===== src/rtl/mem_pkg.sv =====
`default_nettype none
// ============================================================================
// Package     : mem_pkg
// Description : Shared data-bus types, access-size encoding and lane helpers.
// Revision    : 1.0 - initial release
// ============================================================================
package mem_pkg;

    typedef enum logic [1:0] {
        MSIZE1 = 2'd0,
        MSIZE2 = 2'd1,
        MSIZE4 = 2'd2
    } msize_t;

    typedef enum logic [1:0] {
        S_IDLE      = 2'd0,
        S_REQ       = 2'd1,
        S_WAIT_DATA = 2'd2,
        S_HOLD      = 2'd3
    } mau_state_t;

    typedef struct packed {
        logic        valid;
        logic [31:0] addr;
        msize_t      size;
        logic [3:0]  strobe;
        logic [31:0] data;
    } dbus_req_t;

    typedef struct packed {
        logic        addr_ok;
        logic        data_ok;
        logic [31:0] data;
    } dbus_resp_t;

    function automatic logic [3:0] strobe_of(input msize_t size, input logic [1:0] addr);
        case (size)
            MSIZE1:  return 4'b0001 << addr;
            MSIZE2:  return 4'b0011 << addr;
            default: return 4'b1111;
        endcase
    endfunction

    function automatic logic [31:0] align_addr(input msize_t size, input logic [31:0] addr);
        case (size)
            MSIZE1:  return addr;
            MSIZE2:  return {addr[31:1], 1'b0};
            default: return {addr[31:2], 2'b00};
        endcase
    endfunction

    function automatic logic misaligned(input msize_t size, input logic [1:0] addr);
        case (size)
            MSIZE1:  return 1'b0;
            MSIZE2:  return addr[0];
            default: return |addr;
        endcase
    endfunction

    function automatic logic [31:0] replicate(input msize_t size, input logic [31:0] wdata);
        case (size)
            MSIZE1:  return {4{wdata[7:0]}};
            MSIZE2:  return {2{wdata[15:0]}};
            default: return wdata;
        endcase
    endfunction

endpackage
`default_nettype wire


===== src/rtl/load_extender.sv =====
`default_nettype none
// ============================================================================
// Module      : load_extender
// Description : Selects the addressed byte/half/word of a bus word and extends it.
// Revision    : 1.0 - initial release
// ============================================================================
module load_extender
    import mem_pkg::*;
(
    input  logic [31:0] i_raw,
    input  logic [1:0]  i_offset,
    input  msize_t      i_size,
    input  logic        i_signed,
    output logic [31:0] o_result
);

    logic [31:0] w_shifted;

    always_comb begin
        w_shifted = i_raw >> {i_offset, 3'b000};
        case (i_size)
            MSIZE1:  o_result = {{24{i_signed & w_shifted[7]}},  w_shifted[7:0]};
            MSIZE2:  o_result = {{16{i_signed & w_shifted[15]}}, w_shifted[15:0]};
            default: o_result = w_shifted;
        endcase
    end

endmodule
`default_nettype wire


===== src/rtl/mem_access_unit.sv =====
`default_nettype none
// ============================================================================
// Module      : mem_access_unit
// Description : M-stage load/store engine on the addr_ok/data_ok dbus.
//               Optional misalignment exception: MEM_ACCESS_UNIT_ALIGN_EXC_EN.
// Revision    : 1.0 - initial release
// ============================================================================
module mem_access_unit
    import mem_pkg::*;
#(
    parameter logic [31:0] RESET_PC_TAG = 32'hbfc0_0000,
    parameter int          MAX_WAIT     = 16
) (
    input  logic        clk,
    input  logic        reset,
    input  logic        req_valid,
    input  logic        req_write,
    input  msize_t      req_size,
    input  logic        req_signed,
    input  logic [31:0] req_addr,
    input  logic [31:0] req_wdata,
    input  logic        pipe_advance,
    output logic        stall,
    output logic [31:0] rdata,
    output logic        done,
    output logic        bus_timeout,
    output dbus_req_t   dreq,
    input  dbus_resp_t  dresp
`ifdef MEM_ACCESS_UNIT_ALIGN_EXC_EN
    ,
    output logic        addr_err,
    output logic [31:0] bad_vaddr
`endif
);

    localparam int                c_cw  = $clog2(MAX_WAIT) + 1;
    localparam logic [c_cw-1:0]   c_one = c_cw'(1);
    localparam logic [c_cw-1:0]   c_max = c_cw'(MAX_WAIT);

    mau_state_t      r_state;
    dbus_req_t       r_dreq;
    logic            r_signed;
    logic            r_write;
    logic            r_done;
    logic [31:0]     r_rdata;
    logic            r_timeout;
    logic [c_cw-1:0] r_wait_cnt;
    logic [31:0]     r_dbg_tag;

    logic            w_start;
    logic [31:0]     w_addr_al;
    dbus_req_t       w_new_req;
    logic [31:0]     w_load;
    logic            w_unused_dbg;

`ifdef MEM_ACCESS_UNIT_ALIGN_EXC_EN
    logic            r_addr_err;
    logic [31:0]     r_bad_vaddr;
    logic            w_misalign;

    assign w_misalign = misaligned(req_size, req_addr[1:0]);
    assign addr_err   = r_addr_err;
    assign bad_vaddr  = r_bad_vaddr;
`endif

    // A new access may begin from IDLE, or straight out of HOLD when the pipe moves.
    assign w_start   = req_valid && ((r_state == S_IDLE) || ((r_state == S_HOLD) && pipe_advance));
    assign w_addr_al = align_addr(req_size, req_addr);

    always_comb begin
        w_new_req       = '0;
        w_new_req.valid = 1'b1;
        w_new_req.addr  = w_addr_al;
        w_new_req.size  = req_size;
        if (req_write) begin
            w_new_req.strobe = strobe_of(req_size, w_addr_al[1:0]);
            w_new_req.data   = replicate(req_size, req_wdata);
        end
    end

    load_extender u_load_extender (
        .i_raw    (dresp.data),
        .i_offset (r_dreq.addr[1:0]),
        .i_size   (r_dreq.size),
        .i_signed (r_signed),
        .o_result (w_load)
    );

    always_ff @(posedge clk) begin
        if (reset) begin
            r_state    <= S_IDLE;
            r_dreq     <= '0;
            r_signed   <= 1'b0;
            r_write    <= 1'b0;
            r_done     <= 1'b0;
            r_rdata    <= '0;
            r_timeout  <= 1'b0;
            r_wait_cnt <= '0;
            r_dbg_tag  <= RESET_PC_TAG;
`ifdef MEM_ACCESS_UNIT_ALIGN_EXC_EN
            r_addr_err  <= 1'b0;
            r_bad_vaddr <= '0;
`endif
        end else begin
            r_timeout <= 1'b0;
            case (r_state)
                S_REQ: begin
                    if (dresp.addr_ok) begin
                        r_dreq.valid <= 1'b0;
                        if (dresp.data_ok) begin
                            r_state <= S_HOLD;
                            r_done  <= 1'b1;
                            r_rdata <= r_write ? 32'd0 : w_load;
                        end else begin
                            r_state    <= S_WAIT_DATA;
                            r_wait_cnt <= c_one;
                            r_timeout  <= (c_one == c_max);
                        end
                    end
                end
                S_WAIT_DATA: begin
                    if (dresp.data_ok) begin
                        r_state    <= S_HOLD;
                        r_done     <= 1'b1;
                        r_rdata    <= r_write ? 32'd0 : w_load;
                        r_wait_cnt <= '0;
                    end else if (r_wait_cnt != c_max) begin
                        // Pulse only on the step into saturation, never while parked there.
                        r_wait_cnt <= r_wait_cnt + c_one;
                        r_timeout  <= ((r_wait_cnt + c_one) == c_max);
                    end
                end
                S_HOLD: begin
                    if (pipe_advance) begin
                        r_state <= S_IDLE;
                        r_done  <= 1'b0;
`ifdef MEM_ACCESS_UNIT_ALIGN_EXC_EN
                        r_addr_err <= 1'b0;
`endif
                    end
                end
                default: ;
            endcase

            // Later assignments take priority over the HOLD exit above.
            if (w_start) begin
                r_dbg_tag <= req_addr;
`ifdef MEM_ACCESS_UNIT_ALIGN_EXC_EN
                if (w_misalign) begin
                    r_state     <= S_HOLD;
                    r_done      <= 1'b1;
                    r_rdata     <= '0;
                    r_addr_err  <= 1'b1;
                    r_bad_vaddr <= req_addr;
                end else
`endif
                begin
                    r_state  <= S_REQ;
                    r_dreq   <= w_new_req;
                    r_signed <= req_signed;
                    r_write  <= req_write;
                end
            end
        end
    end

    assign stall = (r_state == S_REQ) || (r_state == S_WAIT_DATA) ||
                   ((r_state == S_IDLE) && req_valid);
    assign dreq        = r_dreq;
    assign done        = r_done;
    assign rdata       = r_rdata;
    assign bus_timeout = r_timeout;

    // Debug tag has no functional consumer.
    assign w_unused_dbg = ^r_dbg_tag;

endmodule
`default_nettype wire


===== config.mk =====
export PLATFORM = sky130hd
export DESIGN_NAME = mem_access_unit
export DESIGN_NICKNAME = d
export VERILOG_FILES = /design/src/rtl/mem_pkg.sv /design/src/rtl/load_extender.sv /design/src/rtl/mem_access_unit.sv
export SDC_FILE = /design/constraint.sdc
export NUM_CORES = 1
export LEC_CHECK = 0
export ABC_AREA = 1
export BUFFER_PORTS_ARGS = -buffer_cell sky130_fd_sc_hd__buf_2
export CAP_MARGIN = 20
export CORE_MARGIN = 5
export CORE_UTILIZATION = 48
export DETAILED_ROUTE_END_ITERATION = 7
export PLACE_DENSITY = 0.9
export SKIP_CTS_REPAIR_TIMING = 1
export SYNTH_ARGS = -nofsm -noshare
export SYNTH_HDL_FRONTEND = slang
export SYNTH_SLANG_ARGS = --single-unit

===== constraint.sdc =====
create_clock -name clk -period 3.8 [get_ports clk]
set_input_delay 0.57 -clock clk [delete_from_list [all_inputs] [get_ports clk]]
set_output_delay 0.57 -clock clk [all_outputs]
set_load 0.02 [all_outputs]

==> PnR_summary.wiki, run 1 <==
{| class="wikitable"
! Metric !! Value
|-
| Outcome || complete, no violations
|-
| Buffers on Ports || between 200 and 250
|-
| Period utilisation layout || 0.667
|-
| Maximum vdd ir drop || around 0.44 mV
|-
| Maximum buffer depth of the clock tree || 2
|-
| Reg-to-reg startpoint || r_state[0]
|-
| Number of global-route vias before repair || 5233
|-
| Pin count of the biggest net entering global routing || between 40 and 50
|-
| Die X-Extent || approximately 110 um
|-
| Overall fraction of global-route tracks in use || 0.237
|-
| Worst hold-check path type || input pin to flip-flop
|-
| CP Cell Sequence || inv_1 > ha_1 > nand2_1 > nand2_1 > nand3_1 > buf_4 > o21ai_0
|-
| ANT nets after route || 0
|-
| Total CTS buffers || 17
|-
| Most used flip-flop cell after synthesis || sky130_fd_sc_hd__dfxtp_1
|-
| Routed vias/inst || just over 5
|-
| Clock network fraction of total power || 0.332
|-
| Final number of max-transition violations || 0
|-
| Total I/O pin count || roughly 210
|-
| Origin of the worst setup path || r_state[0]
|-
| Number of synthesized register bits || between 100 and 150
|-
| First drt pass iteration count || 6
|-
| Inst Count DP || roughly 1000
|-
| DR DRC count || 0
|-
| WL/cell || ~15 um
|-
| Total number of H-tree levels || 4
|-
| Critical Path Fanout Max || 19
|-
| Cell accounting for the most synthesized area || sky130_fd_sc_hd__dfxtp_1
|-
| Post-synthesis net count || about 840
|-
| Floorplan die area || around 13000 sq um
|-
| Fin. Hold Viols || 0
|-
| Final clock skew || slightly below 9 ps
|-
| Part of the power in registers || 0.330
|-
| Number of maximum-capacitance constraint violations || 0
|-
| Kind of capture point of the worst setup path || flip-flop
|-
| Final Non-Filler Cells || around 1100
|-
| Static leakage power || roughly 0.0034 uW
|-
| Insertion delay of the later-clocked pin in the worst-skew pair || approximately 500 ps
|-
| Antenna violations before repair || 1
|-
| Ys Warns || 0
|-
| R2R setup slack || 1260 ps
|-
| Sw Pwr || approximately 1800 uW
|-
| Drt initial violations || approximately 520
|-
| Placer's final routability congestion estimate || around 0.85
|-
| Setup repair after global routing missed its margin || no
|-
| Max Fclk || ~0.4 GHz
|-
| Post-synth ARST share || 0
|-
| Combined area of all synthesized cells || ~5200 sq um
|-
| Crit start category || flip-flop
|-
| Die span in y || 114 um
|-
| Fraction of layout instances using a drive strength above 1 || 0.307
|-
| Mean instance size in the synthesized netlist || just over 7 sq um
|-
| Number of instances in the synthesized netlist || between 700 and 800
|-
| Post-synthesis sequential area ratio || 0.436
|-
| Synthesis-to-layout area growth || 31.1%
|-
| FP Rows || 38
|-
| Setup CP Type || flip-flop to flip-flop
|-
| Count of antenna diodes in the layout || 0
|-
| Register-to-Register Path Depth || 7
|-
| Internal cell power || slightly below 3000 uW
|-
| Clock slew at reported path FFs || around 60 ps
|-
| Fraction of the core area covered by cells at the end of the flow || 0.638
|-
| Final global-route overflow total || 0
|-
| Effective utilization at floorplan || 0.487
|-
| Total negative slack || 0 ps
|-
| Total power divided by cell area || 698 nW/um^2
|-
| Root cell of the clock tree || sky130_fd_sc_hd__clkbuf_8
|-
| Endpoint of the worst register-to-register path || dreq[15]
|-
| Critical path arrival || just under 3000 ps
|-
| Final critical-path required period || about 2500 ps
|-
| Number of synthesized flops with an enable pin || 0
|-
| Least-Margin Pin Slew || between 700 and 800 ps
|-
| Routed wire length || about 16 mm
|-
| Number of sinks on the clock net || approximately 110
|-
| TritonCTS clock tree || yes
|-
| Via total after detailed routing || approximately 5600
|-
| Critical Path End || dreq[15]
|-
| Most common cell type on the critical path || sky130_fd_sc_hd__nand2_1
|-
| Switching share of power || 0.381
|-
| Top-area cell type share of the netlist area || 0.436
|-
| Core Region || ~11000 sq um
|-
| Leading post-synthesis cells by cell area || sky130_fd_sc_hd__dfxtp_1, sky130_fd_sc_hd__nand2_1, sky130_fd_sc_hd__o21ai_0
|-
| Stage delay of the slowest cell on the critical path || approximately 650 ps
|-
| Final HPWL from detailed placement || roughly 11 mm
|-
| Wire length of the first global-routing pass || about 25 mm
|-
| Relative contribution of combinational cells to total power || 0.338
|-
| Nets@finish || just over 1000
|-
| Cell with the largest stage delay on the worst path || sky130_fd_sc_hd__nand3_1
|-
| Unique cell type count in the Yosys netlist || 36
|-
| Number of failing setup endpoints in the final timing report || 0
|-
| Worst relative slew slack || 0.502
|-
| Data required time of the critical path || about 4200 ps
|}
## per-layer routing
metal	GRT usage	wire length, um	vias to the layer above
met5	0	11	-
met3	0.0740	1590	31
li1	-	-	2775
met1	0.288	6280	2470
met4	0.0895	323	2
met2	0.391	7380	279
## worst min path at each step
stage	cells past startpoint	slack, ps	to	from
detailed placement	2	440	dreq[1]	dreq[1]
floorplan	2	460	r_wait_cnt[4]	r_wait_cnt[4]
finish	3	280	dreq[47]	req_addr[9]
global route	3	270	dreq[64]	req_addr[26]
CTS	3	260	dreq[63]	req_addr[25]
global placement	2	430	dreq[5]	dreq[5]
## layout by cell type, fill, tap and decap left out
cell type	netlist	final
sky130_fd_sc_hd__clkinv_2	0	2
sky130_fd_sc_hd__o22ai_1	5	5
sky130_fd_sc_hd__clkinvlp_4	0	4
sky130_fd_sc_hd__o31ai_1	8	8
sky130_fd_sc_hd__buf_4	3	8
sky130_fd_sc_hd__nand3_2	3	3
sky130_fd_sc_hd__ha_1	6	6
sky130_fd_sc_hd__clkinv_1	1	1
sky130_fd_sc_hd__a21oi_1	62	62
sky130_fd_sc_hd__nor2_2	0	1
sky130_fd_sc_hd__nand2_2	8	8
sky130_fd_sc_hd__nor2_4	1	1
sky130_fd_sc_hd__clkbuf_8	0	2
sky130_fd_sc_hd__dfxtp_1	114	114
sky130_fd_sc_hd__a211oi_1	1	1
sky130_fd_sc_hd__bufinv_16	0	3
sky130_fd_sc_hd__inv_4	1	1
sky130_fd_sc_hd__buf_2	13	211
sky130_fd_sc_hd__o21ai_1	1	1
sky130_fd_sc_hd__nand2_4	1	1
sky130_fd_sc_hd__xor2_1	1	1
sky130_fd_sc_hd__o21ai_0	87	87
sky130_fd_sc_hd__nor3_1	1	1
sky130_fd_sc_hd__inv_1	45	45
sky130_fd_sc_hd__o211ai_1	7	7
sky130_fd_sc_hd__clkbuf_16	0	16
sky130_fd_sc_hd__clkinv_4	0	1
sky130_fd_sc_hd__nand2_1	168	168
sky130_fd_sc_hd__a21oi_2	10	10
sky130_fd_sc_hd__a21boi_0	1	1
sky130_fd_sc_hd__nor2_1	96	95
sky130_fd_sc_hd__nand3_1	38	38
sky130_fd_sc_hd__nand3_4	2	2
sky130_fd_sc_hd__o21ai_2	7	7
sky130_fd_sc_hd__inv_2	1	1
sky130_fd_sc_hd__nand4_2	1	1
sky130_fd_sc_hd__clkbuf_1	23	2
sky130_fd_sc_hd__nand4_1	3	3
sky130_fd_sc_hd__inv_6	1	3
## cell families after synthesis
| logic type | count (synthesis) | synth area share |
|---|---|---|
| buf+inv | 95 | 0.0859 |
| xor+xnor | 1 | 0.00168 |
| flops | 114 | 0.436 |
| compound gates | 189 | 0.202 |
| fa+ha+maj | 6 | 0.0144 |
| simple gates | 322 | 0.259 |
## worst max-delay path: cells and delay by family, from the launching register on
kind,cells,cell delay (ps)
adders and majority gates,1,210
and+or+nand+nor,3,1210
AOI/OAI and AO/OA,1,170
buffers and inverters,2,510
DFF,1,340
## power by group through the flow
stage	combinational (uW)	sequential [uW]	clock, uW
after floorplan	953	1820	0
after global placement	1590	1590	0
after detailed placement	1620	1590	0
after CTS	1630	1580	1610
after global routing	1790	1610	1670
final	1620	1580	1590
## sequential cells by signal, indices dropped and copies added, names as in the netlist
register     cells
bus_timeout      1
done             1
dreq            71
r_signed         1
r_state          2
r_wait_cnt       5
r_write          1
rdata           32
## cells in the mapped netlist (2+ instances only)
cell and number:
sky130_fd_sc_hd__nand2_1 168, sky130_fd_sc_hd__nand3_1 38, sky130_fd_sc_hd__buf_6 4, sky130_fd_sc_hd__a21oi_2 10
sky130_fd_sc_hd__buf_2 13, sky130_fd_sc_hd__clkbuf_1 23, sky130_fd_sc_hd__nand4_1 3, sky130_fd_sc_hd__o21ai_0 87
sky130_fd_sc_hd__nand3_2 3, sky130_fd_sc_hd__ha_1 6, sky130_fd_sc_hd__o21ai_2 7, sky130_fd_sc_hd__nand3_4 2
sky130_fd_sc_hd__inv_1 45, sky130_fd_sc_hd__o31ai_1 8, sky130_fd_sc_hd__dfxtp_1 114, sky130_fd_sc_hd__nand2_2 8
sky130_fd_sc_hd__a21oi_1 62, sky130_fd_sc_hd__nor2_1 96, sky130_fd_sc_hd__o22ai_1 5, sky130_fd_sc_hd__o211ai_1 7
sky130_fd_sc_hd__buf_4 3
## per-stage QoR
step | cell area (sq um) | hold slack (ps) | setup WS [ps] | total power (uW)
finish | 6860 | 284 | 1260 | 4780
floorplan | 5230 | 458 | 2250 | 2770
global placement | 6260 | 434 | 1330 | 3180
CTS | 6860 | 259 | 1250 | 4810
detailed placement | 6260 | 442 | 1280 | 3210
global route | 6860 | 272 | 980 | 5080
## layout make-up
type / count / area (sq um)
Clock buffer: 20 / 435
Clock inverter: 12 / 156
Fill cell: 964 / 3890
Inverter: 49 / 191
Multi-Input combinational cell: 518 / 2500
Sequential cell: 114 / 2280
Tap cell: 140 / 175
Timing Repair Buffer: 219 / 1120
No activity file was read; power rests on OpenSTA's default activity.
==> inputs of run 2 (changes only) <==
- clock period: 3.8 -> 2.53 ns (I/O delays scaled with it)
==> PnR_summary.wiki, run 2 (same netlist as run 1, synthesis figures left out) <==
{| class="wikitable"
! Metric !! Value
|-
| Die X-Extent || 114 um (unchanged)
|-
| Drt initial violations || 573 (+10%)
|-
| Number of global-route vias before repair || 5277 (+0.84%)
|-
| CP Cell Sequence || inv_1 > ha_1 > inv_1 > nand2_1 > buf_2
|-
| Fraction of layout instances using a drive strength above 1 || 0.313 (+0.00583)
|-
| Via total after detailed routing || 5611 (+0.97%)
|-
| Placer's final routability congestion estimate || 0.883 (+4.5%)
|-
| Root cell of the clock tree || sky130_fd_sc_hd__clkbuf_8
|-
| Crit path buffers/inverters || 3 (+1)
|-
| Max Fclk || around 0.48 GHz
|-
| Period utilisation layout || 0.818
|-
| Floorplan die area || 13100 sq um (unchanged)
|-
| Setup repair after global routing missed its margin || no
|-
| Insertion delay of the later-clocked pin in the worst-skew pair || 520 ps (+20 ps)
|-
| TritonCTS clock tree || yes
|-
| Outcome || complete, no violations
|-
| Number of maximum-capacitance constraint violations || 0 (unchanged)
|-
| Worst relative slew slack || 0.570 (+0.0682)
|-
| FP Rows || 38 (unchanged)
|-
| Total negative slack || 0 ps (unchanged)
|-
| Final global-route overflow total || 0 (unchanged)
|-
| Total power draw || 7160 uW (+50%)
|-
| Setup CP Type || flip-flop to output port
|-
| First drt pass iteration count || 7 (+1)
|-
| Final number of max-transition violations || 0 (unchanged)
|-
| Commonest non-fill, non-tap cells in the layout || sky130_fd_sc_hd__buf_2, sky130_fd_sc_hd__nand2_1, sky130_fd_sc_hd__dfxtp_1, sky130_fd_sc_hd__nor2_1, sky130_fd_sc_hd__o21ai_0
|-
| Clock slew at reported path FFs || 60 ps (about the same)
|-
| Total I/O pin count || 212 (unchanged)
|-
| Kind of capture point of the worst setup path || output port
|-
| Final critical-path required period || 2070 ps
|-
| Least-Margin Pin Slew || 644 ps (-102 ps)
|-
| Effective utilization at floorplan || 0.487 (unchanged)
|-
| ANT nets after route || 0 (unchanged)
|-
| Number of flip-flops in the largest register || 71 (unchanged)
|-
| DR DRC count || 0 (unchanged)
|-
| Die span in y || 114 um (unchanged)
|-
| Number of sinks on the clock net || 114 (unchanged)
|-
| Kind of cell adding the most delay to the critical path || flip-flops
|-
| Number of failing setup endpoints in the final timing report || 0 (unchanged)
|-
| Cell with the largest stage delay on the worst path || sky130_fd_sc_hd__dfxtp_1
|-
| # fillers || 952 (-1.2%)
|-
| Static leakage power || 0.00343 uW (+0.86%)
|-
| Pin count of the biggest net entering global routing || 43 (unchanged)
|-
| Worst hold-check path type || input pin to flip-flop
|-
| Overall fraction of global-route tracks in use || 0.240 (+0.00309)
|-
| Synthesis-to-layout area growth || 32.0%
|-
| Commonest non-fill, non-tap cell in the layout || sky130_fd_sc_hd__buf_2
|-
| Routed wire length || 16.0 mm (+2.4%)
|-
| Critical Path Fanout Max || 4 (-15)
|-
| Total power divided by cell area || 1040 nW/um^2 (+49%)
|-
| Critical path arrival || 1690 ps (-1270 ps)
|-
| WL/cell || 14.8 um (+1.8%)
|-
| Fin. Hold Viols || 0 (unchanged)
|-
| Crit start category || flip-flop
|-
| Antenna violations before repair || 4 (+3)
|-
| Most common cell type on the critical path || sky130_fd_sc_hd__inv_1
|-
| Nets@finish || 1036 (+0.48%)
|-
| Total number of H-tree levels || 4 (unchanged)
|-
| Total CTS buffers || 17 (unchanged)
|-
| Final HPWL from detailed placement || 11.6 mm (+2.7%)
|-
| Core Region || 10700 sq um (unchanged)
|-
| Stage delay of the slowest cell on the critical path || 390 ps (-260 ps)
|-
| Maximum buffer depth of the clock tree || 2 (unchanged)
|-
| Maximum vdd ir drop || 0.528 mV (+20%)
|-
| Buffers on Ports || 211 (unchanged)
|-
| Wire length of the first global-routing pass || 25.1 mm (+1.1%)
|-
| Data required time of the critical path || 2150 ps (-2080 ps)
|-
| Routed vias/inst || 5.21 (+0.41%)
|-
| Final clock skew || 9.89 ps (+0.943 ps)
|}
## run 2: cell count changes in the layout (fill, tap and decap cells not counted), sizes merged
| cell | previous run | this run |
|---|---|---|
| buf | 219 | 224 |
| inv | 50 | 55 |
| bufinv | 3 | 1 |
| clkbuf | 20 | 18 |
| clkinvlp | 4 | 3 |
| diode | 0 | 1 |
## run 2: layout make-up
| class | count | area (sq um) | share of cell area |
|---|---|---|---|
| inverters | 49 | 191 | 0.0277 |
| multi-input cells | 518 | 2500 | 0.362 |
| flip-flops and latches | 114 | 2280 | 0.331 |
| clock buffers | 18 | 428 | 0.0620 |
| diodes | 1 | 2.50 | 0.000363 |
| clock inverters | 14 | 145 | 0.0210 |
| well taps | 140 | 175 | 0.0254 |
| repair buffers | 224 | 1180 | 0.171 |
## run 2: layer usage
metal  share of wire  track usage
met1            0.40        0.287
met4           0.022       0.0942
met2            0.48        0.402
met5          0.0022            0
met3            0.10       0.0724
## run 2: report_power, final
part           internal, uW  switching [uW]
Combinational           808            1710
Sequential             2150             206
Clock                  1360             930
## run 2: metrics by stage
step	cell area (sq um)	setup WS, ps	util	hold WS (ps)	std cells
after floorplan	5230	977	-	458	727
after global placement	6330	589	0.589	434	1045
after detailed placement	6330	496	0.589	439	1045
after CTS	6900	437	0.642	60.7	1077
after global routing	6900	288	0.642	78.6	1078
final	6900	460	0.642	80.3	1078
## run 2: worst register-to-register path: cells and delay by family, from the launching register on
family | cells | cell delay [ps]
buf+inv | 3 | 590
simple gates | 3 | 560
flops | 1 | 340
compound gates | 1 | 260
fa+ha+maj | 1 | 210
## run 2: path summary, 6_finish.rpt
kind | startpoint | endpoint | slack [ps] | cells after the start
max | r_state[0] | stall | 460 | 5
max reg2reg | r_state[0] | dreq[14] | 480 | 8
min reg2reg | dreq[5] | dreq[5] | 460 | 2
min | req_addr[9] | dreq[47] | 80 | 3
